--- src/rtl/rps_match_controller.sv ---
// rps_match_controller: sequencing controller for a two-player
// rock-paper-scissors match.
//
// Collects one move per player per round over a valid/ready handshake,
// judges the round, and drives a registered result code plus a one-cycle
// score_tick that clocks downstream score counters. Keeps its own round
// and win tallies to decide when the match is over.
//
// Ports:
//   clk          in  1  rising-edge clock
//   reset        in  1  asynchronous, active-high reset
//   start        in  1  begin a new match (honoured in IDLE or DONE only)
//   p1_valid     in  1  player 1 move offered
//   p1_move      in  2  01 rock, 10 paper, 11 scissors, 00 illegal
//   p2_valid     in  1  player 2 move offered
//   p2_move      in  2  same encoding as p1_move
//   p1_ready     out 1  COLLECT and player 1 move not yet latched
//   p2_ready     out 1  COLLECT and player 2 move not yet latched
//   matchresult  out 2  00 none, 01 P1 win, 11 P2 win, 10 draw
//   score_tick   out 1  one-cycle registered pulse for the score counters
//   round_cnt    out 4  rounds completed in this match
//   p1_wins      out 4  player 1 round wins
//   p2_wins      out 4  player 2 round wins
//   game_over    out 1  high while in DONE
//   winner       out 2  match winner (matchresult encoding), valid with game_over

module rps_match_controller #(
  parameter int unsigned WIN_TARGET = 3,
  parameter int unsigned MAX_ROUNDS = 9,
  parameter int unsigned TIMEOUT    = 200
) (
  input  logic       clk,
  input  logic       reset,
  input  logic       start,
  input  logic       p1_valid,
  input  logic [1:0] p1_move,
  input  logic       p2_valid,
  input  logic [1:0] p2_move,
  output logic       p1_ready,
  output logic       p2_ready,
  output logic [1:0] matchresult,
  output logic       score_tick,
  output logic [3:0] round_cnt,
  output logic [3:0] p1_wins,
  output logic [3:0] p2_wins,
  output logic       game_over,
  output logic [1:0] winner
);

  localparam int unsigned MOVE_W  = 2;
  localparam int unsigned RES_W   = 2;
  localparam int unsigned TALLY_W = 4;
  localparam int unsigned TMR_W   = 8;

  localparam logic [MOVE_W-1:0] MOVE_NONE = 2'b00;
  localparam logic [MOVE_W-1:0] ROCK      = 2'b01;
  localparam logic [MOVE_W-1:0] PAPER     = 2'b10;
  localparam logic [MOVE_W-1:0] SCISSORS  = 2'b11;

  localparam logic [RES_W-1:0] RES_NONE = 2'b00;
  localparam logic [RES_W-1:0] RES_P1   = 2'b01;
  localparam logic [RES_W-1:0] RES_DRAW = 2'b10;
  localparam logic [RES_W-1:0] RES_P2   = 2'b11;

  typedef enum logic [2:0] {
    IDLE,
    COLLECT,
    JUDGE,
    TICK,
    HOLD,
    DONE
  } state_t;

  state_t             state;
  logic [MOVE_W-1:0]  p1_latched;
  logic [MOVE_W-1:0]  p2_latched;
  logic [TMR_W-1:0]   tmr;
  logic               hold_tail;

  logic               p1_have;
  logic               p2_have;
  logic               p1_take;
  logic               p2_take;
  logic               timeout_hit;
  logic               p1_at_target;
  logic               p2_at_target;
  logic               match_end;
  logic [RES_W-1:0]   round_result;
  logic [RES_W-1:0]   final_winner;

  // A latched move of 00 means "nothing latched yet"; 00 is never accepted.
  assign p1_have = (p1_latched != MOVE_NONE);
  assign p2_have = (p2_latched != MOVE_NONE);

  // Ready depends on registered state only, never on the valid inputs.
  assign p1_ready = (state == COLLECT) && !p1_have;
  assign p2_ready = (state == COLLECT) && !p2_have;

  assign p1_take = p1_valid && p1_ready && (p1_move != MOVE_NONE);
  assign p2_take = p2_valid && p2_ready && (p2_move != MOVE_NONE);

  // The timer reads 0 on the edge after the first latch, so reaching
  // TIMEOUT-1 here means this edge is TIMEOUT cycles after that latch.
  assign timeout_hit = (tmr == TMR_W'(TIMEOUT - 1));

  assign p1_at_target = (p1_wins == TALLY_W'(WIN_TARGET));
  assign p2_at_target = (p2_wins == TALLY_W'(WIN_TARGET));
  assign match_end    = p1_at_target || p2_at_target ||
                        (round_cnt == TALLY_W'(MAX_ROUNDS));

  // Round verdict; a missing move is a forfeit in favour of the submitter.
  always_comb begin
    round_result = RES_DRAW;
    if (p2_latched == MOVE_NONE) begin
      round_result = RES_P1;
    end else if (p1_latched == MOVE_NONE) begin
      round_result = RES_P2;
    end else if (p1_latched == p2_latched) begin
      round_result = RES_DRAW;
    end else if ((p1_latched == ROCK     && p2_latched == SCISSORS) ||
                 (p1_latched == PAPER    && p2_latched == ROCK)     ||
                 (p1_latched == SCISSORS && p2_latched == PAPER)) begin
      round_result = RES_P1;
    end else begin
      round_result = RES_P2;
    end
  end

  // Match verdict: target reached first, otherwise the higher tally.
  always_comb begin
    final_winner = RES_DRAW;
    if (p1_at_target) begin
      final_winner = RES_P1;
    end else if (p2_at_target) begin
      final_winner = RES_P2;
    end else if (p1_wins > p2_wins) begin
      final_winner = RES_P1;
    end else if (p2_wins > p1_wins) begin
      final_winner = RES_P2;
    end else begin
      final_winner = RES_DRAW;
    end
  end

  // Match sequencer with registered outputs.
  always_ff @(posedge clk or posedge reset) begin
    if (reset) begin
      state       <= IDLE;
      p1_latched  <= MOVE_NONE;
      p2_latched  <= MOVE_NONE;
      tmr         <= '0;
      hold_tail   <= 1'b0;
      matchresult <= RES_NONE;
      score_tick  <= 1'b0;
      round_cnt   <= '0;
      p1_wins     <= '0;
      p2_wins     <= '0;
      game_over   <= 1'b0;
      winner      <= RES_NONE;
    end else begin
      case (state)
        IDLE, DONE: begin
          if (start) begin
            round_cnt  <= '0;
            p1_wins    <= '0;
            p2_wins    <= '0;
            winner     <= RES_NONE;
            game_over  <= 1'b0;
            p1_latched <= MOVE_NONE;
            p2_latched <= MOVE_NONE;
            tmr        <= '0;
            state      <= COLLECT;
          end
        end

        COLLECT: begin
          if (p1_take) begin
            p1_latched <= p1_move;
          end
          if (p2_take) begin
            p2_latched <= p2_move;
          end
          // Timer idles at zero until some move is held, then counts.
          if (!p1_have && !p2_have) begin
            tmr <= '0;
          end else begin
            tmr <= tmr + TMR_W'(1);
          end
          // A real second move on the timeout edge still wins over forfeit.
          if ((p1_have || p1_take) && (p2_have || p2_take)) begin
            state <= JUDGE;
          end else if ((p1_have || p2_have) && timeout_hit) begin
            state <= JUDGE;
          end
        end

        JUDGE: begin
          matchresult <= round_result;
          round_cnt   <= round_cnt + TALLY_W'(1);
          if (round_result == RES_P1) begin
            p1_wins <= p1_wins + TALLY_W'(1);
          end else if (round_result == RES_P2) begin
            p2_wins <= p2_wins + TALLY_W'(1);
          end
          state <= TICK;
        end

        TICK: begin
          score_tick <= 1'b1;
          hold_tail  <= 1'b0;
          state      <= HOLD;
        end

        // HOLD first drops the tick, then keeps matchresult for one more
        // cycle so gating on matchresult is stable around both tick edges.
        HOLD: begin
          score_tick <= 1'b0;
          if (!hold_tail) begin
            hold_tail <= 1'b1;
          end else begin
            hold_tail   <= 1'b0;
            matchresult <= RES_NONE;
            p1_latched  <= MOVE_NONE;
            p2_latched  <= MOVE_NONE;
            tmr         <= '0;
            if (match_end) begin
              game_over <= 1'b1;
              winner    <= final_winner;
              state     <= DONE;
            end else begin
              state <= COLLECT;
            end
          end
        end

        default: begin
          state <= IDLE;
        end
      endcase
    end
  end

endmodule

--- config.mk ---
export PLATFORM = sky130hd
export DESIGN_NAME = rps_match_controller
export DESIGN_NICKNAME = d
export VERILOG_FILES = /design/src/rtl/rps_match_controller.sv
export SDC_FILE = /design/constraint.sdc
export NUM_CORES = 1
export LEC_CHECK = 0
export CAP_MARGIN = 20
export CORE_MARGIN = 10
export CORE_UTILIZATION = 50
export DETAILED_ROUTE_END_ITERATION = 12
export PLACE_DENSITY_LB_ADDON = 0.2
export RECOVER_POWER = 25
export SYNTH_ARGS = -nofsm -noshare
export SYNTH_HDL_FRONTEND = slang
export SYNTH_SLANG_ARGS = --single-unit
--- constraint.sdc ---
create_clock -name clk -period 2 [get_ports clk]
set_clock_uncertainty 0.05 [all_clocks]
set_input_delay 0.4 -clock clk [delete_from_list [all_inputs] [get_ports clk]]
set_output_delay 0.4 -clock clk [all_outputs]
set_load 0.005 [all_outputs]
==> qor_table.md <==
| Step | Quantity | This run |
| --- | --- | --- |
| cells and area | Most common cell after layout, fill and taps aside | dfrtp_1 |
| cells and area | Number of inserted diodes | 0 |
| timing | Fin. max-slew vios | 0 |
| global routing | Pin count of the biggest net entering global routing | 35 |
| die | Die footprint | 6800 um2 |
| cts | H-Tree Depth | 2 |
| die | Die width | 82.5 um |
| cells and area | Net count, final | 283 |
| pwr | Pwr per Cell Area | 1270 nW/um2 |
| detailed routing | Routed len/inst | 14.4 um |
| cells and area | Core occupancy in the finished layout | 0.667 |
| cts | TritonCTS buffer count | 5 |
| timing | Max Clock Freq | 518 MHz |
| logic synthesis | Predominant post-synthesis flop cell | dfrtp_1 |
| global routing | Number of antenna violations at the first check in global routing | 0 |
| pwr | Peak supply drop | 0.939 mV |
| place | I/O Buffers | 28 |
| cells and area | Share of final-layout standard cells stronger than drive strength 1 | 0.132 |
| detailed routing | Via count of the routed design | 1739 |
| cells and area | FILL cells | 312 |
| global routing | Wire length of the first global-routing pass | 7.81 mm |
| logic synthesis | Number of synthesized register bits | 34 |
| global routing | Total global routing overflow | 0 |
| logic synthesis | Post-synth EDFFs | 0 |
| cts | Clock root buffer | clkbuf_8 |
| cts | Clock tree from TritonCTS | done |
| run | MaxCap Viol Count | 0 |
| logic synthesis | Yosys warning count | 0 |
| cts | Clock buffer depth | 2 |
| die | Standard cell core area | 3720 um2 |
| cts | Clock tree sinks | 34 |
| worst setup path | Slowest stage cell on the critical path | or3b_4 |
| worst setup path | Critical path, cell by cell | or3b_4 > nor3_2 > dlygate4sd2_1 |
| cells and area | Synth-to-Final Area Change | 27.0% |
| worst setup path | Maximum net fanout on the critical path | 3 |
| logic synthesis | Share of the yosys chip area belonging to registers | 0.436 |
| place | Placed wire-length estimate | 3.38 mm |
| pwr | Total Power Consumption | 3.15 mW |
| worst setup path | Endpoint type of the worst setup path | primary output |
| die | I/O pin count | 29 |
| die | Number of core rows | 22 |
| logic synthesis | Number of cells produced by synthesis | 219 |
| cells and area | Area of the multi-input gates | 1020 um2 |
| worst setup path | Arrival time at the worst endpoint | 1.48 ns |
| worst setup path | Worst path top cell family by delay | simple AND/OR/NAND/NOR gates |
| logic synthesis | Net count of the mapped netlist | 237 |
| timing | Time the worst path needs with I/O delays and setup | 1.93 ns |
| status | Result of the run | completed |
| die | Starting utilization of the core area | 0.525 |
| detailed routing | Number of detailed-routing iterations run before antenna repair | 4 |
| timing | Tcrit/Tclk final | 0.965 |
| cts | Clock transition time at the flip-flop clock pins of the worst setup and hold paths | 0.06 ns |
| pwr | Static leakage power | 1.11 nW |
| timing | Slew at the pin with the worst max-slew slack | 0.842 ns |
| detailed routing | Starting DRC count in detailed routing | 107 |
| worst setup path | Worst path required time | 1.55 ns |
| detailed routing | Aggregate routed wire length | 4.51 mm |
| worst setup path | Launching element type of the critical path | register |
| detailed routing | Antenna-violating nets left | 0 |
| logic synthesis | Post-synthesis area per instance | 8.91 um2 |
| global routing | Number of global-route vias before repair | 1662 |
| die | Die extent in y | 82.5 um |
| worst setup path | Buf+Inv Stages, Crit Path | 1 |
| place | Routability congestion estimate | 0.862 |
| cts | Clk_lat worst skew | 0.28 ns |
| logic synthesis | Number of distinct library cells after synthesis | 47 |
| timing | Number of endpoints with negative hold slack in the final report | 0 |
| timing | Setup violations, final | 0 |
| cells and area | Commonest cells after routing, fill and taps aside | dfrtp_1, nand2_1, clkdlybuf4s50_1, o21ai_0, buf_4 |
| logic synthesis | Proportion of register bits with asynchronous set or reset after synthesis | 1.00 |
| worst setup path | Slowest cell delay on critical path | 0.42 ns |
| worst setup path | Critical path class | register to primary output |
| hold path | Min-delay worst type | register to register |
| detailed routing | Remaining design rule violation count | 0 |
| logic synthesis | Cell area after technology mapping | 1950 um2 |
| timing | Max-slew headroom | 0.439 |
| global routing | Combined global-route utilization of all metal layers | 0.144 |
| detailed routing | Vias per cell | 5.56 |
| cells and area | Storage element area | 851 um2 |
[cells in the mapped netlist, types with 2 or more instances]
cell / count / area (um2)
dfrtp_1: 34 / 851
nand2_1: 26 / 97.6
o21ai_0: 19 / 95.1
nor2_1: 17 / 63.8
inv_1: 14 / 52.6
a21oi_1: 10 / 50.1
nand3_1: 10 / 50.1
ha_1: 9 / 113
nand2b_1: 6 / 37.5
mux2i_1: 5 / 50.1
a41oi_1: 4 / 35.0
clkbuf_1: 4 / 15.0
nand4_1: 4 / 25.0
nor3_1: 4 / 20.0
o21ai_1: 4 / 20.0
o2bb2ai_1: 4 / 35.0
buf_2: 3 / 15.0
nor2b_1: 3 / 18.8
o31ai_1: 3 / 22.5
and2_1: 2 / 12.5
mux2_2: 2 / 22.5
nor4_1: 2 / 12.5
o211ai_1: 2 / 15.0
o21a_1: 2 / 15.0
or2_2: 2 / 12.5
or3_1: 2 / 12.5
or3b_2: 2 / 17.5
[report_power, final]
part / leakage [nW] / internal, mW / switching, mW
Sequential: 0.452 / 0.854 / 0.183
Clock: 0.0383 / 0.239 / 0.231
Combinational: 0.622 / 0.774 / 0.865
[state kept, by name, indices dropped and copies added (netlist names)]
signal	count
winner	2
p2_wins	4
state	3
score_tick	1
p1_latched	2
hold_tail	1
matchresult	2
game_over	1
p2_latched	2
tmr	8
p1_wins	4
round_cnt	4
[logic make-up after synthesis]
family,after synthesis,share of synthesized area
simple gates,87,0.223
compound gates,58,0.189
flops,34,0.436
buf+inv,22,0.0481
fa+ha+maj,9,0.0577
mux,7,0.0372
xor+xnor,2,0.00898
[per-layer routing]
layer | track usage | up-vias | share of wire
met5 | 0 | - | 0
met4 | 0.0527 | 0 | 0.013
met3 | 0.0346 | 7 | 0.053
met2 | 0.222 | 44 | 0.45
met1 | 0.193 | 819 | 0.48
li1 | - | 869 | -
[worst register-to-register path: cells and delay by family, from the launching register on]
kind / cells / cell delay (ns)
simple gates: 3 / 0.93
flops: 1 / 0.40
compound gates: 2 / 0.28
fa+ha+maj: 1 / 0.17
[what timing repair did]
item                                    CTS  global route
hold buffers                              0             0
setup buffers                             0             1
endpoints found under the setup margin    2             4
pin swaps                                 0             2
resized for setup                         4             2
[final timing paths]
kind,from,cells after the start,end,slack [ns]
max,state[1],3,p2_ready,0.07
min,tmr[7],1,tmr[7],0.42
max reg2reg,p1_wins[1],6,winner[1],0.10
min reg2reg,tmr[7],1,tmr[7],0.42
max in group asynchronous,reset,3,p2_latched[1],0.63
min in group asynchronous,reset,3,round_cnt[1],0.75
[final cells by class]
type,instances,share of cell area
multi-input combinational,163,0.411
clock buffer,7,0.0308
timing repair buffer,47,0.169
inverter,14,0.0212
sequential,34,0.343
tap,48,0.0242
[stage by stage]
step	setup slack, ns	instance area, um2	instances	setup TNS [ns]	hold WS (ns)
final	0.0696	2480	313	0	0.424
after global routing	-0.00197	2480	313	-0.00197	0.464
after CTS	0.0306	2470	312	0	0.428
after detailed placement	0.00962	2390	305	0	0.420
after global placement	0.0213	2390	305	0	0.415
after floorplan	0.195	1950	219	0	0.403
(Power assumes the default switching activity.)
==> RTL change 1: new RTL, same flow settings <==
The 6 states of `state_t` get a one-hot encoding in 6 bits.
--- a/src/rtl/rps_match_controller.sv
+++ b/src/rtl/rps_match_controller.sv
@@ -64,9 +64,9 @@
 
-  typedef enum logic [2:0] {
-    IDLE,
-    COLLECT,
-    JUDGE,
-    TICK,
-    HOLD,
-    DONE
+  typedef enum logic [5:0] {
+    IDLE    = 6'b000001,
+    COLLECT = 6'b000010,
+    JUDGE   = 6'b000100,
+    TICK    = 6'b001000,
+    HOLD    = 6'b010000,
+    DONE    = 6'b100000
   } state_t;
Behaviour: same outputs for any inputs over 10 cycles, from zero or initial values and one cycle with reset high; not proved beyond that.
==> RTL change 1 against the original RTL <==
- the run now ends with setup timing left
- non-clock buffer count increased by 35
- setup slack worse by 0.22 ns
- wire length rose by 34%
- area after synthesis rose by 7.2%
- sequential cell count rose by 3
- critical path depth increased by 3
- design area rose by 25%
- utilization increased by 10 points
- power grew 4.5%
- combinational power up 7%
- critical endpoint is now p2_wins[3]
==> RTL change 1: results (changes against the original RTL) <==
- Outcome: complete, but fails checks
- Failing checks: setup timing
- First-pass GRT wire length: 9.98 mm (+28%)
- DR vias: 2,125 (+22%)
- Multi-input combinational cell area: 0.00128 sq mm (+26%)
- Seq area share: 30.0% (-4.4 points)
- Tot GR Track Use: 16.5% (+2.0 points)
- Met1 WL: 2.60 mm (+20%)
- Non-clk bufs: 82 (+74%)
- Grt met3 use: 4.73% (+1.3 points)
- Placed insts: 350 (+15%)
- Maximum vdd drop: 577 uV (-39%)
- Combinational share of power: 53.1% (+1.0 points)
- Die width: 84.7 microns (+2.7%)
- Hold path endpoint: score_tick
- WP data arrival: 2.32 ns (+0.84 ns)
- GR Layer Usage met1: 19.5% (+0.25 points)
- Reg clk slew, reported paths: 0.08 ns (+0.02 ns)
- #MultiIn Comb: 178 (+9.2%)
- Post-CTS Resized: 18 (+14)
- Share of cells above drive strength 1: 33.1% (+20 points)
- Worst hold start: score_tick
- Met3 WL: 345 microns (+44%)
- Synth top area cells: dfrtp_1 43%, nand2_1 5.9%, o21ai_0 5.7%
- Met2 WL post-DR: 2.99 mm (+46%)
- R2R Path End: p2_wins[3]
- GRT met2 Usage: 28.0% (+5.8 points)
- Switching share of power: 39.8% (-0.86 points)
- Count of final setup violators: 17 (+17)
- Worst setup margin: -0.146 ns (-0.216 ns)
- Headroom to the max-slew limit: 66.6% (+23 points)
- Fin nets: 334 (+18%)
- Placed Area: 0.00276 sq mm (+16%)
- Synthesized area per cell: 8.98 sq um (+0.80%)
- Number of global-route vias before repair: 2,146 (+29%)
- Fraction of area in clock buffers and inverters: 2.79% (-0.29 points)
- Commonest cells post-synth: 36 x dfrtp_1, 33 x nand2_1, 24 x o21ai_0
- Gpl congestion: 0.881 (+2.2%)
- DPL Wire Length: 4.36 mm (+29%)
- Seq/Total Area, Yosys: 44.3% (+0.70 points)
- Crit Path Max Fanout: 4 (+1)
- Post-CTS setup repair buffer count: 2 (+2)
- Clock latency on the worst-skew pair: 0.29 ns
- Drt first-iter violations: 121 (+13%)
- Syn nets: 251 (+5.9%)
- Vias/cell: 5.79 (+4.2%)
- Clock buf count: 5 (-2)
- Non-clock buffer share: 22.1% (+5.2 points)
- IO Port Bufs: 28 (unchanged)
- Critical Path Source: state[0]
- Largest net degree at the start of global routing: 13 (-63%)
- Post-synth cell types: 46 (-2.1%)
- Non-clock inverter count: 12 (-2)
- Drt wl/cell: 16.5 microns (+14%)
- Pleak: 1.37 nW (+23%)
- Flip-flop and latch count: 37 (+8.8%)
- Fillers: 285 (-8.7%)
- CTS Buffer Depth: 2 (unchanged)
- Clock net power: 0.000523 W (+11%)
-- RTL change 1: cell count changes after synthesis, moves of 3 or more --
cell       change
nand2_1        +7
nor2_1         -5
and3_1         +3
inv_1          -3
nand2b_1       -3
xnor2_1        +4
or3_1          +3
mux2i_1        -3
or4_1          +4
o2bb2ai_1      -4
nand3_1        +3
o21ai_0        +5
-- RTL change 1: metrics by stage --
step	TNS (ns)	worst slack, ns	hold slack (ns)	power (W)	util, %
2_1_floorplan	-1.04	-0.235	0.426	0.00174	-
3_3_place_gp	-1.05	-0.118	0.434	0.00238	68.5
3_5_place_dp	-1.64	-0.181	0.446	0.00241	68.5
4_1_cts	-0.537	-0.130	0.342	0.00300	72.2
5_1_grt	-2.46	-0.179	0.474	0.00349	76.8
6_report	-0.914	-0.146	0.446	0.00329	76.8
-- RTL change 1: how the worst max path moves through the flow --
stage            endpoint  depth (start not counted)  slack, ns
6_report       p2_wins[3]                          6      -0.15
5_1_grt        p2_wins[3]                          6      -0.18
4_1_cts        p2_wins[3]                          6      -0.13
3_5_place_dp   p2_wins[2]                          6      -0.18
3_3_place_gp   p2_wins[3]                          6      -0.12
2_1_floorplan  p1_wins[2]                          6      -0.24
-- RTL change 1: cell families after synthesis --
| group | Yosys count | synth area share (%) |
|---|---|---|
| AO/OA/AOI/OAI | 58 | 17.3 |
| XOR/XNOR | 6 | 2.51 |
| adder cells (fa/ha/maj) | 9 | 5.38 |
| buffers and inverters | 18 | 3.53 |
| flip-flops | 37 | 44.3 |
| multiplexers | 2 | 0.956 |
| AND/OR/NAND/NOR | 103 | 26.1 |
-- RTL change 1: critical path, stage by stage, from the launching register on --
cell	delay [ns]
dfstp_2	0.38
or4_4	0.53
or3b_4	0.46
clkinv_4	0.08
nor2_4	0.04
or4_4	0.42
a21oi_2	0.12
==> RTL change 2: new RTL, same settings <==
Without the edit above. `TIMEOUT`: 200 -> 100.
--- a/src/rtl/rps_match_controller.sv
+++ b/src/rtl/rps_match_controller.sv
@@ -29,3 +29,3 @@
   parameter int unsigned MAX_ROUNDS = 9,
-  parameter int unsigned TIMEOUT    = 200
+  parameter int unsigned TIMEOUT    = 100
 ) (
Check against the original RTL: same outputs for any inputs over 10 cycles, from zero or initial values and one cycle with reset high; that may be too few to reach the edited logic, so the function may still have changed.
==> RTL change 2 against the original RTL <==
- setup slack improved by 0.072 ns
- worst hold slack improved by 0.0080 ns
- area after synthesis increased by 2.5%
- power grew 9.7%
- count of clock-buffer cells in the layout fell by 1
- wire length rose by 9.9%
- sequential share of layout area fell by 1.3 points
- design area up 4.1%
- die area is 1.9% higher
- sequential cell count is the same
- largest cell class unchanged
- largest power group unchanged
==> RTL change 2: results (changes against the original RTL) <==
- Outcome: finished, final reports clean
- Max reg flops: 8 (unchanged)
- Antenna fix cells: 0 (unchanged)
- IO Port Bufs: 28 (unchanged)
- Pleak: 1.16 nW (+4.4%)
- Worst hold start: tmr[6]
- Asr flop ratio synth: 100% (unchanged)
- Fin nets: 287 (+1.4%)
- Share of cells above drive strength 1: 14.4% (+1.2 points)
- GR Layer Usage met1: 17.0% (-2.3 points)
- Critical Path Source: tmr[0]
- CTS buffer count: 5 (unchanged)
- Largest net degree at the start of global routing: 35 (unchanged)
- Largest reg by FF count: tmr
- Drt first-iter violations: 105 (-1.9%)
- DPL Wire Length: 3.75 mm (+11%)
- Syn nets: 240 (+1.3%)
- CTS root buffer: clkbuf_8
- Level count of the clock H-tree: 2 (unchanged)
- DR vias: 1,825 (+4.9%)
- Maximum vdd drop: 654 uV (-30%)
- Commonest cells post-synth: 34 x dfrtp_1, 23 x nand2_1, 23 x nor2_1
- Placed Area: 0.00243 sq mm (+1.9%)
- Seq/Total Area, Yosys: 42.5% (-1.1 points)
- Crit Path Max Fanout: 4 (+1)
- Clock latency on the worst-skew pair: 0.29 ns
- Drt wl/cell: 15.6 microns (+8.2%)
- First-pass GRT wire length: 8.27 mm (+5.9%)
- Post-CTS Resized: 4 (unchanged)
- GRT met2 Usage: 22.9% (+0.67 points)
- Number of global-route vias before repair: 1,747 (+5.1%)
- CTS Buffer Depth: 2 (unchanged)
- Initial antenna violation count: 0 (unchanged)
- Grt met3 use: 3.61% (+0.16 points)
- Post-synth cell types: 47 (unchanged)
- Worst-Margin Slew: 0.827 ns (-0.0146 ns)
- Gpl congestion: 0.849 (-1.6%)
- Synth top area cells: dfrtp_1 43%, ha_1 5.6%, o21ai_0 5.5%
- Gr ovfl total: 0 (unchanged)
- Reg clk slew, reported paths: 0.07 ns
- Yosys Warn Count: 0 (unchanged)
- Tot GR Track Use: 14.1% (-0.33 points)
- Post-Place Worst Slack: -0.136 ns (-0.146 ns)
- Initial DRT Pass Iterations: 4 (unchanged)
- Hold crit path type: register to register
- WP data arrival: 1.99 ns (+0.51 ns)
- Post-CTS setup repair buffer count: 0 (unchanged)
[RTL change 2: worst max-delay path: stages, from the launching register on]
cell and delay [ns]:
dfrtp_1 0.39, ha_1 0.21, or4b_1 0.45, nor4_1 0.18, nor3_1 0.07, buf_4 0.15
a221o_1 0.26
[RTL change 2: metal layers]
| metal | part of all wire, % | wire length (microns) |
|---|---|---|
| met1 | 42 | 2080 |
| met2 | 50 | 2490 |
| met3 | 5.9 | 294 |
| met4 | 1.8 | 91 |
| met5 | 0 | 0 |
[RTL change 2: logic make-up (layout without fill, tap and decap cells)]
group | after synthesis | count (layout) | share of synthesized area (%)
AOI/OAI and AO/OA | 51 | 51 | 16.3
xor gates and xnor gates | 5 | 5 | 2.19
buffers and inverters | 22 | 70 | 5.38
and+or+nand+nor | 94 | 94 | 24.5
muxes | 7 | 7 | 3.56
DFF | 34 | 34 | 42.5
adders and majority gates | 9 | 9 | 5.63
[RTL change 2: worst paths after layout]
kind,endpoint,slack [ns],cells past startpoint
setup / recovery,state[0],0.14,6
hold / removal,tmr[6],0.43,1
setup reg to reg,state[0],0.14,6
hold reg to reg,tmr[6],0.43,1
max in group asynchronous,state[2],0.60,3
min in group asynchronous,winner[0],0.73,3
[RTL change 2: cell type report]
type	count	area, sq um
clock inverter	2	60.1
fill	300	1190
clock buffer	6	82.6
multi-input combinational	166	1050
inverter	15	56.3
tap	48	60.1
timing repair buffer	47	418
sequential	34	852
[RTL change 2: power breakdown]
part / switching [W] / internal (W)
registers: 0.000159 / 0.000845
clock network: 0.000268 / 0.000532
logic: 0.000869 / 0.000778
[RTL change 2: metrics by stage]
step	total power [W]	std cells
after floorplan	0.00198	222
after global placement	0.00260	310
after detailed placement	0.00265	310
after CTS	0.00345	318
after global routing	0.00371	318
final	0.00345	318
